===== config.mk =====
export PLATFORM = sky130hd
export DESIGN_NAME = serial_cmd_decoder
export DESIGN_NICKNAME = d
export VERILOG_FILES = /design/src/rtl/debug_pkg.sv /design/src/rtl/reply_serializer.sv /design/src/rtl/serial_cmd_decoder.sv
export SDC_FILE = /design/constraint.sdc
export NUM_CORES = 1
export LEC_CHECK = 0
export ABC_CLOCK_PERIOD_IN_PS = 2900
export BUFFER_PORTS_ARGS = -buffer_cell sky130_fd_sc_hd__buf_4
export CAP_MARGIN = 5
export CELL_PAD_IN_SITES_DETAIL_PLACEMENT = 1
export CELL_PAD_IN_SITES_GLOBAL_PLACEMENT = 2
export CORE_AREA = 4 4 149 151
export CTS_BUF_LIST = sky130_fd_sc_hd__clkbuf_2
export CTS_CLUSTER_SIZE = 12
export DETAILED_ROUTE_END_ITERATION = 10
export DIE_AREA = 0 0 153 155
export PLACE_DENSITY_LB_ADDON = 0.1
export SLEW_MARGIN = 20
export SYNTH_ARGS = -nofsm -noshare
export SYNTH_HDL_FRONTEND = slang
export SYNTH_HIERARCHICAL = 1
export SYNTH_SLANG_ARGS = --single-unit

===== constraint.sdc =====
create_clock -name clk -period 2.9 [get_ports clk]
set_input_delay 0.145 -clock clk [delete_from_list [all_inputs] [get_ports clk]]
set_output_delay 0.145 -clock clk [all_outputs]
set_load 0.005 [all_outputs]

===== src/rtl/debug_pkg.sv =====
// rtl/debug_pkg.sv - debug command encodings and frame helpers shared by the serial command decoder
package debug_pkg;

    typedef enum logic [3:0] {
        FN_NONE      = 4'd0,
        FN_PAUSE     = 4'd1,
        FN_RESUME    = 4'd2,
        FN_STEP      = 4'd3,
        FN_RESET     = 4'd4,
        FN_STATUS    = 4'd5,
        FN_BR_PT_ADD = 4'd6,
        FN_BR_PT_RM  = 4'd7,
        FN_MEM_RD    = 4'd8,
        FN_MEM_WR    = 4'd9,
        FN_REG_RD    = 4'd10,
        FN_REG_WR    = 4'd11
    } debug_fn_e;

    localparam logic [7:0] ACK_BYTE_DEF = 8'hA5;
    localparam logic [7:0] ERR_BYTE_DEF = 8'hEE;

    function automatic logic opcode_ok(input logic [7:0] op);
        return (op[7:4] == 4'h0) && (op[3:0] != 4'h0) && (op[3:0] <= 4'd11);
    endfunction

    function automatic logic [3:0] payload_len(input debug_fn_e fn);
        case (fn)
            FN_BR_PT_ADD, FN_BR_PT_RM, FN_MEM_RD, FN_REG_RD: return 4'd4;
            FN_MEM_WR, FN_REG_WR:                            return 4'd8;
            default:                                         return 4'd0;
        endcase
    endfunction

    function automatic logic returns_data(input debug_fn_e fn);
        return (fn == FN_MEM_RD) || (fn == FN_REG_RD) || (fn == FN_STATUS);
    endfunction

endpackage


===== src/rtl/reply_serializer.sv =====
// rtl/reply_serializer.sv - shifts a 1- or 4-byte reply out MSB first over the uart_tx start/busy handshake
module reply_serializer (
    input  logic        clk,
    input  logic        rst_n,
    input  logic        load_i,
    input  logic [31:0] data_i,
    input  logic        four_i,
    input  logic        tx_busy_i,
    output logic [7:0]  tx_data_o,
    output logic        tx_start_o,
    output logic        done_o
);

    typedef enum logic [1:0] {SR_IDLE, SR_SEND, SR_GAP, SR_WAIT} sr_state_e;

    sr_state_e   state_q;
    logic [31:0] shift_q;
    logic [2:0]  rem_q;
    logic [7:0]  tx_data_q;
    logic        tx_start_q;
    logic        done_q;

    always_ff @(posedge clk or negedge rst_n) begin
        if (!rst_n) begin
            state_q    <= SR_IDLE;
            shift_q    <= 32'h0;
            rem_q      <= 3'd0;
            tx_data_q  <= 8'h0;
            tx_start_q <= 1'b0;
            done_q     <= 1'b0;
        end else begin
            tx_start_q <= 1'b0;
            done_q     <= 1'b0;
            case (state_q)
                SR_IDLE: begin
                    if (load_i) begin
                        shift_q <= data_i;
                        rem_q   <= four_i ? 3'd4 : 3'd1;
                        state_q <= SR_SEND;
                    end
                end
                SR_SEND: begin
                    if (!tx_busy_i) begin
                        tx_data_q  <= shift_q[31:24];
                        shift_q    <= {shift_q[23:0], 8'h0};
                        rem_q      <= rem_q - 3'd1;
                        tx_start_q <= 1'b1;
                        state_q    <= SR_GAP;
                    end
                end
                // uart_tx raises busy the cycle after start; skip that cycle before polling
                SR_GAP: state_q <= SR_WAIT;
                SR_WAIT: begin
                    if (!tx_busy_i) begin
                        if (rem_q == 3'd0) begin
                            done_q  <= 1'b1;
                            state_q <= SR_IDLE;
                        end else begin
                            state_q <= SR_SEND;
                        end
                    end
                end
                default: state_q <= SR_IDLE;
            endcase
        end
    end

    assign tx_data_o  = tx_data_q;
    assign tx_start_o = tx_start_q;
    assign done_o     = done_q;

endmodule


===== src/rtl/serial_cmd_decoder.sv =====
// rtl/serial_cmd_decoder.sv - frames UART bytes into debug commands and returns ACK/ERR/read-data replies
module serial_cmd_decoder
    import debug_pkg::*;
#(
    parameter int         TIMEOUT_CYCLES = 50000,
    parameter logic [7:0] ACK_BYTE       = ACK_BYTE_DEF,
    parameter logic [7:0] ERR_BYTE       = ERR_BYTE_DEF
) (
    input  logic        clk,
    input  logic        reset,
    input  logic [7:0]  rx_data,
    input  logic        rx_valid,
    output logic [7:0]  tx_data,
    output logic        tx_start,
    input  logic        tx_busy,
    input  logic        ctrlr_busy,
    input  logic [31:0] d_rd,
    output logic [3:0]  debug_fn,
    output logic [31:0] addr,
    output logic [31:0] d_in,
    output logic        out_valid,
    output logic        rx_drop,
    output logic        frame_err
);

    localparam int             CW      = $clog2(TIMEOUT_CYCLES + 1);
    localparam logic [CW-1:0]  TO_LAST = CW'(TIMEOUT_CYCLES - 1);
    localparam logic [CW-1:0]  TO_MAX  = CW'(TIMEOUT_CYCLES);

    typedef enum logic [2:0] {
        ST_IDLE, ST_PAYLOAD, ST_DISPATCH, ST_WAIT_CTRL, ST_ERR_REPLY, ST_REPLY
    } state_e;

    state_e        state_q;
    debug_fn_e     fn_q;
    logic [31:0]   addr_q;
    logic [31:0]   d_in_q;
    logic [2:0]    byte_cnt_q;
    logic [CW-1:0] idle_cnt_q;
    logic          out_valid_q;
    logic          rx_drop_q;
    logic          frame_err_q;
    logic          ser_load_q;
    logic [31:0]   ser_data_q;
    logic          ser_four_q;
    logic          ser_done;
    logic          busy_state;

    assign busy_state = (state_q != ST_IDLE) && (state_q != ST_PAYLOAD);

    always_ff @(posedge clk or negedge reset) begin
        if (!reset) begin
            state_q     <= ST_IDLE;
            fn_q        <= FN_NONE;
            addr_q      <= 32'h0;
            d_in_q      <= 32'h0;
            byte_cnt_q  <= 3'd0;
            idle_cnt_q  <= '0;
            out_valid_q <= 1'b0;
            rx_drop_q   <= 1'b0;
            frame_err_q <= 1'b0;
            ser_load_q  <= 1'b0;
            ser_data_q  <= 32'h0;
            ser_four_q  <= 1'b0;
        end else begin
            out_valid_q <= 1'b0;
            rx_drop_q   <= rx_valid && busy_state;
            frame_err_q <= 1'b0;
            ser_load_q  <= 1'b0;
            case (state_q)
                ST_IDLE: begin
                    if (rx_valid) begin
                        addr_q     <= 32'h0;
                        d_in_q     <= 32'h0;
                        byte_cnt_q <= 3'd0;
                        idle_cnt_q <= '0;
                        if (!opcode_ok(rx_data)) begin
                            fn_q        <= FN_NONE;
                            frame_err_q <= 1'b1;
                            state_q     <= ST_ERR_REPLY;
                        end else begin
                            fn_q    <= debug_fn_e'(rx_data[3:0]);
                            state_q <= (payload_len(debug_fn_e'(rx_data[3:0])) == 4'd0)
                                       ? ST_DISPATCH : ST_PAYLOAD;
                        end
                    end
                end
                ST_PAYLOAD: begin
                    // a byte on the timeout cycle is still accepted
                    if (rx_valid) begin
                        idle_cnt_q <= '0;
                        byte_cnt_q <= byte_cnt_q + 3'd1;
                        if (!byte_cnt_q[2]) addr_q <= {addr_q[23:0], rx_data};
                        else                d_in_q <= {d_in_q[23:0], rx_data};
                        if ({1'b0, byte_cnt_q} == payload_len(fn_q) - 4'd1)
                            state_q <= ST_DISPATCH;
                    end else if (idle_cnt_q == TO_LAST) begin
                        idle_cnt_q  <= TO_MAX;
                        frame_err_q <= 1'b1;
                        state_q     <= ST_ERR_REPLY;
                    end else if (idle_cnt_q != TO_MAX) begin
                        idle_cnt_q <= idle_cnt_q + 1'b1;
                    end
                end
                ST_DISPATCH: begin
                    if (!ctrlr_busy) begin
                        out_valid_q <= 1'b1;
                        state_q     <= ST_WAIT_CTRL;
                    end
                end
                ST_WAIT_CTRL: begin
                    if (!ctrlr_busy) begin
                        ser_load_q <= 1'b1;
                        if (returns_data(fn_q)) begin
                            ser_data_q <= d_rd;
                            ser_four_q <= 1'b1;
                        end else begin
                            ser_data_q <= {ACK_BYTE, 24'h0};
                            ser_four_q <= 1'b0;
                        end
                        state_q <= ST_REPLY;
                    end
                end
                ST_ERR_REPLY: begin
                    ser_load_q <= 1'b1;
                    ser_data_q <= {ERR_BYTE, 24'h0};
                    ser_four_q <= 1'b0;
                    state_q    <= ST_REPLY;
                end
                ST_REPLY: begin
                    if (ser_done) state_q <= ST_IDLE;
                end
                default: state_q <= ST_IDLE;
            endcase
        end
    end

    reply_serializer u_reply (
        .clk        (clk),
        .rst_n      (reset),
        .load_i     (ser_load_q),
        .data_i     (ser_data_q),
        .four_i     (ser_four_q),
        .tx_busy_i  (tx_busy),
        .tx_data_o  (tx_data),
        .tx_start_o (tx_start),
        .done_o     (ser_done)
    );

    assign debug_fn  = fn_q;
    assign addr      = addr_q;
    assign d_in      = d_in_q;
    assign out_valid = out_valid_q;
    assign rx_drop   = rx_drop_q;
    assign frame_err = frame_err_q;

endmodule


# After elaboration in Yosys (flattened, before gate mapping)
# Cells that the tools add are included.
[word_totals] regBits=174 latch_bits=0 ram_bits=0 romBits=0 input_bits=45 output_inout_bits=80 word_cells=156 memories=0
[op_classes] addsub=4 mul=0 div_mod_pow=0 n_lt_le_gt_ge=1 n_eq_ne=38 n_shift=0 muxes=64 n_bitwise=1 n_reduce_logical=30
[op_table] operator="32-bit 2-to-1 mux" n=9
[op_table] operator="32-bit case mux with 2 select lines" n=4
[op_table] operator="16-bit 2-to-1 mux" n=4
[op_table] operator="3-bit 2-to-1 mux" n=13
[op_table] operator="4-bit == test (second input constant)" n=8
[op_table] operator="16-bit case mux with 2 select lines" n=1
[op_table] operator="4-bit 2-to-1 mux" n=6
[op_table] operator="4-bit by 3-bit == test with 1-bit output (second input constant)" n=5
[op_table] operator="2-bit inequality test (second input constant)" n=9
[op_table] operator="3-bit case mux with 6 select lines" n=1
[op_table] operator="16-bit by 1-bit adder with 16-bit output (second input constant)" n=1
[op_table] operator="16-bit == test (second input constant)" n=1
[op_table] operator="16-bit inequality test (second input constant)" n=1
[op_table] operator="4-bit case mux with 2 select lines" n=2
[op_table] operator="1-bit 2-to-1 mux" n=14
[op_table] operator="3-bit case mux with 2 select lines" n=2
[op_table] operator="3-bit AND reduction" n=4
[op_table] operator="4-bit zero test" n=2
[op_table] operator="2-bit 2-to-1 mux" n=4
[op_table] operator="2-bit case mux with 4 select lines" n=1
[op_table] operator="4-bit AND reduction" n=2
[op_table] operator="4-bit OR reduction" n=2
[op_table] operator="3-bit by 2-bit == test with 1-bit output (second input constant)" n=2
[op_table] operator="3-bit == test (second input constant)" n=2
[op_table] operator="24 further kinds" n=38

# Logic depth before layout (Yosys ltp)
# Gate-level depths: netlist of the first run.
[logic_depth] ltp_word=11 depth_mapped=8 mapped_depth_nobuf=7

# Cells and area by module
# Netlist of the first run, hierarchy kept.
[modules_own_cells] mod="serial_cmd_decoder" instances=1 cells_each=551 area_each_um2=5398.9 seq_area_each_um2=3178.0
[modules_own_cells] mod="reply_serializer" instances=1 cells_each=173 area_each_um2=2394.8 seq_area_each_um2=1176.1

# Worst setup path after synthesis of the first run
# No wires, ideal clock.
[synth_timing] path_kind="flip-flop to flip-flop" from="register idle_cnt_q[11]" to="register idle_cnt_q[15]" setup_time_ns=0.125 t_arrival_ns=1.956 t_required_ns=2.775 setup_slack_ns=0.819 path_stages_with_launch=6 path_buffers=0 synth_period_minus_slack_ns=2.081 path_cell_list="dfrtp_1 > or4b_4 > or4_4 > and2b_2 > a21oi_1 > mux2i_1"
[synth_via] elab_chain_cells=5 elab_cells_between_ends=9 cone_classes="add/sub: 1; eq/ne: 3; mux: 4; reduce/logical: 1"
[synth_rtl] element="start, declared" line_no="serial_cmd_decoder.sv:39" text="logic [CW-1:0] idle_cnt_q;"
[synth_rtl] element="start signal, assigned" line_no="serial_cmd_decoder.sv:102" text="idle_cnt_q <= idle_cnt_q + 1'b1;"
[synth_rtl] element="16-bit by 1-bit adder with 16-bit output" line_no="serial_cmd_decoder.sv:102"
[synth_rtl] element="16-bit 2-to-1 mux" line_no="serial_cmd_decoder.sv:101" text="end else if (idle_cnt_q != TO_MAX) begin"
[synth_rtl] element="16-bit 2-to-1 mux" line_no="serial_cmd_decoder.sv:97" text="end else if (idle_cnt_q == TO_LAST) begin"
[synth_rtl] element="16-bit 2-to-1 mux" line_no="serial_cmd_decoder.sv:90" text="if (rx_valid) begin"
[synth_rtl] element="16-bit case mux with 2 select lines" line_no="serial_cmd_decoder.sv:70" text="case (state_q)"
# Several ways; a longest one is shown, not always the timed one. The select of a mux whose other input is x is not followed.
# A chain may end at the register's enable or synchronous reset.

# Worst setup path in the final report of the first run
[layout_timing] from="register idle_cnt_q[13]" to="register idle_cnt_q[13]"
# The elaborated chain is that of the path after synthesis.

==> results of run 1 <==
==> final timing paths <==
path	from	to	depth (start not counted)
setup / recovery	idle_cnt_q[13]	idle_cnt_q[13]	5
hold / removal	d_rd[13]	ser_data_q[13]	3
setup reg to reg	idle_cnt_q[13]	idle_cnt_q[13]	5
hold reg to reg	idle_cnt_q[15]	idle_cnt_q[15]	1
max in group asynchronous	reset	ser_load_q	4
min in group asynchronous	reset	addr[26]	4
==> flip-flops by register name (all words and copies together), names as in the netlist, 4 cells and up <==
name and flops:
d_in 32, u_reply/tx_data_o 8, addr 32, u_reply/shift_q 32
ser_data_q 32, debug_fn 4, idle_cnt_q 16
==> metrics by stage <==
step	setup WS, ps	instances	util	hold slack, ps
finish	546	1181	0.470	132
detailed placement	569	1096	0.433	174
global route	376	1181	0.470	11.8
global placement	671	1096	0.433	169
floorplan	819	724	-	-151
CTS	518	1180	0.470	0.271
==> worst max-delay path, cell delays in order (launching register included) <==
cell and delay, ps:
dfrtp_1 500, or4b_4 560, or4_4 590, o21ai_4 330, o21ai_0 150, a21oi_1 170
==> kinds of logic after synthesis <==
| logic type | after synthesis |
|---|---|
| AOI/OAI and AO/OA | 173 |
| xor gates and xnor gates | 3 |
| adders and majority gates | 9 |
| buffers and inverters | 63 |
| DFF | 174 |
| muxes | 64 |
| and+or+nand+nor | 238 |
==> per-layer routing <==
metal,GRT usage,vias up,part of all wire
met3,0.0373,14,0.034
met1,0.234,2926,0.47
met5,0,-,0
li1,-,2870,-
met2,0.294,104,0.49
met4,0.0399,0,0.0095
==> layout make-up <==
type | instances | area (um^2) | area share
timing repair buffer | 191 | 1620 | 0.166
antenna | 1 | 2.50 | 0.000256
clock buffer | 17 | 85.1 | 0.00869
multi-input combinational | 487 | 3160 | 0.323
clock inverter | 15 | 140 | 0.0143
inverter | 21 | 78.8 | 0.00805
sequential | 174 | 4350 | 0.445
tap | 275 | 344 | 0.0352
==> cells in the final DEF (no fill, tap or decap), types with 9 or more instances in the layout <==
| cell | n |
|---|---|
| buf_4 | 135 |
| nor2_1 | 17 |
| a21oi_1 | 13 |
| dlygate4sd3_1 | 51 |
| dfrtp_1 | 174 |
| nand2b_1 | 13 |
| ha_1 | 9 |
| nand4b_1 | 11 |
| inv_1 | 20 |
| clkbuf_2 | 17 |
| a22o_1 | 28 |
| mux2_2 | 38 |
| o21ai_0 | 96 |
| mux2_4 | 20 |
| nand2_1 | 150 |
==> report_power, final <==
group / switching [uW] / leakage [uW] / total [uW] / internal [uW]
logic: 1430 / 0.00203 / 2660 / 1230
registers: 390 / 0.00233 / 3230 / 2840
clock network: 944 / 0.000136 / 1220 / 271
total: 2770 / 0.00450 / 7110 / 4340
==> out/results.tsv, run 1 <==
metric	value	unit
run status	completed	
Clock Pin Slew Worst Setup and Hold Paths	300	ps
cell taking the most area after synthesis	dfrtp_1	
post-route cell area	0.00979	mm^2
cell with the most instances after synthesis	dfrtp_1	
hold-fix buffer count after cts	52	
port buffer count	124	
relative slew slack	0.556	
Post-Synth XOR/XNOR Area	0.00337	
Max rail drop VDD	0.275	mV
yosys synthesis warning count	6	
area delta synth->final	25.6	%
final hold violation count	0	
DRC	0	
Initial Utilization	0.374	
Seq/Total Area, Yosys	0.559	
Die H	155	um
Fill cells	2354	
CTS tree	built	
vias after detailed routing	5914	
Final ANT Viol Nets	0	
EDFF count, synth	0	
Pre-antenna DRT Iters	4	
Post-Synth Adder-Cell Area	0.0144	
Longest Clk Path Bufs	2	
IO Count	125	
grt total ovfl	0	
main combinational cell family by area after synthesis	simple AND/OR/NAND/NOR gates	
Iteration-0 DRC Markers	200	
depth of the CTS H-tree	4	
RSZ-0062 raised after global routing	false	
Die X	153	um
Setup CP Type	flop to flop	
Top FF cell, synth	dfrtp_1	
critical path fanouts, max	14	
Total GRT Usage	0.175	
CP required	3580	ps
compound-cell area share of the yosys netlist	0.138	
# Post-CTS Setup Buffers	0	
final setup violating endpoints	0	
final layout net count	946	
Arr. time, crit path	3030	ps
DRT Wirelength	20.0	mm
Tcrit/Tclk final	0.812	
Achievable Freq	425	MHz
overall power	7110	uW
CORE AREA	0.0208	mm^2
vias in the first global route	6360	
Final GP Congestion	0.784	
min cycle time layout	2350	ps
syn_area_per_cell	10.8	um^2
post-synthesis simple-gate area fraction	0.145	
Mapped Nets	778	
area post-placement	0.00902	mm^2
pwr dens	726	mW/mm^2
Area contributors post-synth	dfrtp_1, nand2_1, o21ai_0	
row count	53	
r2r setup slk	550	ps
drt wl/cell	16.9	um
first-pass GRT wire length	33.9	mm
#FFs+latches synth	174	
CP startpoint kind	flop	
ratio of cells with drive above 1 in the final layout	0.271	
die area	0.0237	mm^2
largest net degree at the start of global routing	65	
TNS Setup	0	ps
CTS buffer count	17	
Static Leak	0.00450	uW
Worst Skew	71.9	ps
top cells by count, synth	dfrtp_1, nand2_1, o21ai_0	
Cell Area, Synth	0.00779	mm^2
Max Cap Viol	0	
Tightest Pin Transition	660	ps
Final Max Tran Viols	0	
multiplexer area fraction after synthesis	0.101	
vias per cell	5.01	
Async S/R FF share, synth	1.00	
Clock Sinks	174	
CP endpoint kind	flop	
Resized cells post-CTS	0	
post-synth top area share	0.559	
hpwl dp	13.8	mm
initial antenna violation count	1	
clk_lat worst skew	750	ps
Clock Root Buffer	clkbuf_2	
type of the worst min-delay path	primary input to flop	
Mapped Cells	724	
synth unique cells	60	
(Power assumes the default switching activity.)
==> run 2, diff against run 1 <==
--- a/config.mk
+++ b/config.mk
@@ -5,16 +5,16 @@
 export SDC_FILE = /design/constraint.sdc
 export NUM_CORES = 1
 export LEC_CHECK = 0
-export ABC_CLOCK_PERIOD_IN_PS = 2900
+export ABC_CLOCK_PERIOD_IN_PS = 1970
 export BUFFER_PORTS_ARGS = -buffer_cell sky130_fd_sc_hd__buf_4
 export CAP_MARGIN = 5
 export CELL_PAD_IN_SITES_DETAIL_PLACEMENT = 1
 export CELL_PAD_IN_SITES_GLOBAL_PLACEMENT = 2
-export CORE_AREA = 4 4 149 151
+export CORE_AREA = 4 4 157 159
 export CTS_BUF_LIST = sky130_fd_sc_hd__clkbuf_2
 export CTS_CLUSTER_SIZE = 12
 export DETAILED_ROUTE_END_ITERATION = 10
-export DIE_AREA = 0 0 153 155
+export DIE_AREA = 0 0 161 163
 export PLACE_DENSITY_LB_ADDON = 0.1
 export SLEW_MARGIN = 20
 export SYNTH_ARGS = -nofsm -noshare
==> constraint.sdc (replaced) <==
create_clock -name clk -period 1.97 [get_ports clk]
set_input_delay 0.0985 -clock clk [delete_from_list [all_inputs] [get_ports clk]]
set_output_delay 0.0985 -clock clk [all_outputs]
set_load 0.005 [all_outputs]
==> out/results.tsv, run 2 (synthesis results as in run 1) <==
metric	value	unit	change
port buffer count	124		unchanged
row count	56		was 53
pwr dens	1080	mW/mm^2	was 726 mW/mm^2
final layout net count	991		was 946
Final Max Tran Viols	0		unchanged
Final GP Congestion	0.780		was 0.784
Total GRT Usage	0.171		was 0.175
type of the worst min-delay path	primary input to flop		unchanged
run status	finished, violations left		was completed
worst r2r dst	idle_cnt_q[0]		was idle_cnt_q[13]
r2r startpoint	idle_cnt_q[12]		was idle_cnt_q[13]
Static Leak	0.00476	uW	was 0.00450 uW
area post-placement	0.00945	mm^2	was 0.00902 mm^2
Hold Crit Endpoint	ser_data_q[4]		was ser_data_q[13]
final setup violating endpoints	15		was 0
drt wl/cell	16.9	um	about the same
Max rail drop VDD	0.471	mV	was 0.275 mV
Final ANT Viol Nets	0		unchanged
Die X	161	um	was 153 um
CTS tree	built		unchanged
ratio of cells with drive above 1 in the final layout	0.314		was 0.271
CP max stage cell	or4_4		unchanged
Initial Utilization	0.335		was 0.374
worst r2r path cells	6		was 5
Setup CP Type	flop to flop		unchanged
DRC	0		unchanged
Tcrit/Tclk final	1.11		was 0.812
commonest non-fill, non-tap cell in the layout	dfrtp_1		unchanged
final hold violation count	0		unchanged
area delta synth->final	32.6	%	was 25.6%
DRT Wirelength	21.5	mm	was 20.0 mm
relative slew slack	0.325		was 0.556
clk_lat worst skew	750	ps	about the same
CTS buffer count	17		unchanged
crit-path cells	or4b_4 > or4_4 > o21ai_4 > buf_12 > nor3_1 > a21o_1		was or4b_4 > or4_4 > o21ai_4 > o21ai_0 > a21oi_1
hold depth	3		unchanged
Crit path largest cell delay	590	ps	about the same
hpwl dp	15.1	mm	was 13.8 mm
Clock Root Buffer	clkbuf_2		unchanged
TNS Setup	-2060	ps	was 0 ps
min cycle time layout	2190	ps	was 2350 ps
Clock Sinks	174		unchanged
Pre-antenna DRT Iters	4		unchanged
post-route cell area	0.0103	mm^2	was 0.00979 mm^2
CP endpoint kind	flop		unchanged
vias after detailed routing	6207		was 5914
CP required	2630	ps	was 3580 ps
Iteration-0 DRC Markers	262		was 200
setup ws final	-224	ps	was 546 ps
critical path fanouts, max	11		was 14
initial antenna violation count	2		was 1
vias per cell	4.88		was 5.01
die area	0.0262	mm^2	was 0.0237 mm^2
Achievable Freq	456	MHz	was 425 MHz
Die H	163	um	was 155 um
r2r setup slk	-220	ps	was 550 ps
first-pass GRT wire length	36.4	mm	was 33.9 mm
CORE AREA	0.0233	mm^2	was 0.0208 mm^2
failing checks	setup timing		
Arr. time, crit path	2860	ps	was 3030 ps
IO Count	125		unchanged
Longest Clk Path Bufs	2		unchanged
overall power	11200	uW	was 7110 uW
HP Start	d_rd[4]		was d_rd[13]
depth of the CTS H-tree	4		unchanged
vias in the first global route	6712		was 6360
Worst Skew	82.7	ps	was 71.9 ps
most frequent cells in the layout	dfrtp_1, buf_4, nand2_1		was dfrtp_1, nand2_1, buf_4
RSZ-0062 raised after global routing	true		was false
grt total ovfl	0		unchanged
largest net degree at the start of global routing	57		was 65
Clock Pin Slew Worst Setup and Hold Paths	290	ps	was 300 ps
Tightest Pin Transition	1000	ps	was 660 ps
CP startpoint kind	flop		unchanged
Max Cap Viol	0		unchanged
Fill cells	2588		was 2354
[run 2: cell types whose count changed in the layout (fill, tap and decap cells not counted), sizes merged]
cell | previous run | this run
diode | 1 | 2
buf | 140 | 186
dlygate4sd3 | 51 | 50
inv | 30 | 29
clkinvlp | 2 | 0
clkinv | 4 | 6
bufinv | 0 | 1
[run 2: how the worst max path moves through the flow]
| stage | startpoint | to | cells after the start |
|---|---|---|---|
| 3_5_place_dp | idle_cnt_q[12] | idle_cnt_q[15] | 5 |
| 4_1_cts | idle_cnt_q[12] | idle_cnt_q[13] | 6 |
| 6_report | idle_cnt_q[12] | idle_cnt_q[0] | 6 |
| 2_1_floorplan | idle_cnt_q[13] | idle_cnt_q[15] | 5 |
| 5_1_grt | idle_cnt_q[1] | idle_cnt_q[8] | 8 |
| 3_3_place_gp | idle_cnt_q[12] | idle_cnt_q[0] | 6 |
[run 2: timing repair]
action	in CTS	in global routing
gates resized for setup	5	14
endpoints found under the setup margin	17	20
endpoints found under the hold margin	257	3
pin swaps	2	5
hold buffers	48	3
buffers inserted	3	3
[run 2: stage by stage]
stage | util | cells | hold WS, ps | worst slack (ps)
2_1_floorplan | - | 724 | -197 | -105
5_1_grt | 0.444 | 1271 | 0.475 | -326
3_5_place_dp | 0.406 | 1181 | 92.9 | -179
4_1_cts | 0.440 | 1264 | 0.900 | -207
6_report | 0.444 | 1271 | 93.8 | -224
3_3_place_gp | 0.406 | 1181 | 92.5 | -142
[run 2: final cells by class]
type | instances | area [um^2] | share of cell area
antenna | 2 | 5.00 | 0.000484
clock buffer | 17 | 85.1 | 0.00823
clock inverter | 15 | 169 | 0.0163
inverter | 21 | 78.8 | 0.00763
multi-input combinational | 487 | 3210 | 0.311
sequential | 174 | 4350 | 0.421
tap | 319 | 399 | 0.0386
timing repair buffer | 236 | 2030 | 0.197
[run 2: per-layer routing]
| metal | global-route usage | share of wire | vias to the layer above |
|---|---|---|---|
| li1 | - | - | 2960 |
| met1 | 0.235 | 0.47 | 3126 |
| met2 | 0.284 | 0.49 | 106 |
| met3 | 0.0321 | 0.035 | 15 |
| met4 | 0.0396 | 0.011 | 0 |
| met5 | 0 | 0 | - |
[run 2: critical path, delay by kind of cell (launching register included)]
| kind | cells | cell delay (ps) |
|---|---|---|
| AND/OR/NAND/NOR | 3 | 1190 |
| buffers and inverters | 1 | 150 |
| flip-flops | 1 | 450 |
| AO/OA/AOI/OAI | 2 | 340 |
[run 2: power by group]
| part | switching, uW | internal [uW] |
|---|---|---|
| Sequential | 488 | 4180 |
| Combinational | 2400 | 2170 |
| Clock | 1430 | 532 |
| Total | 4320 | 6880 |
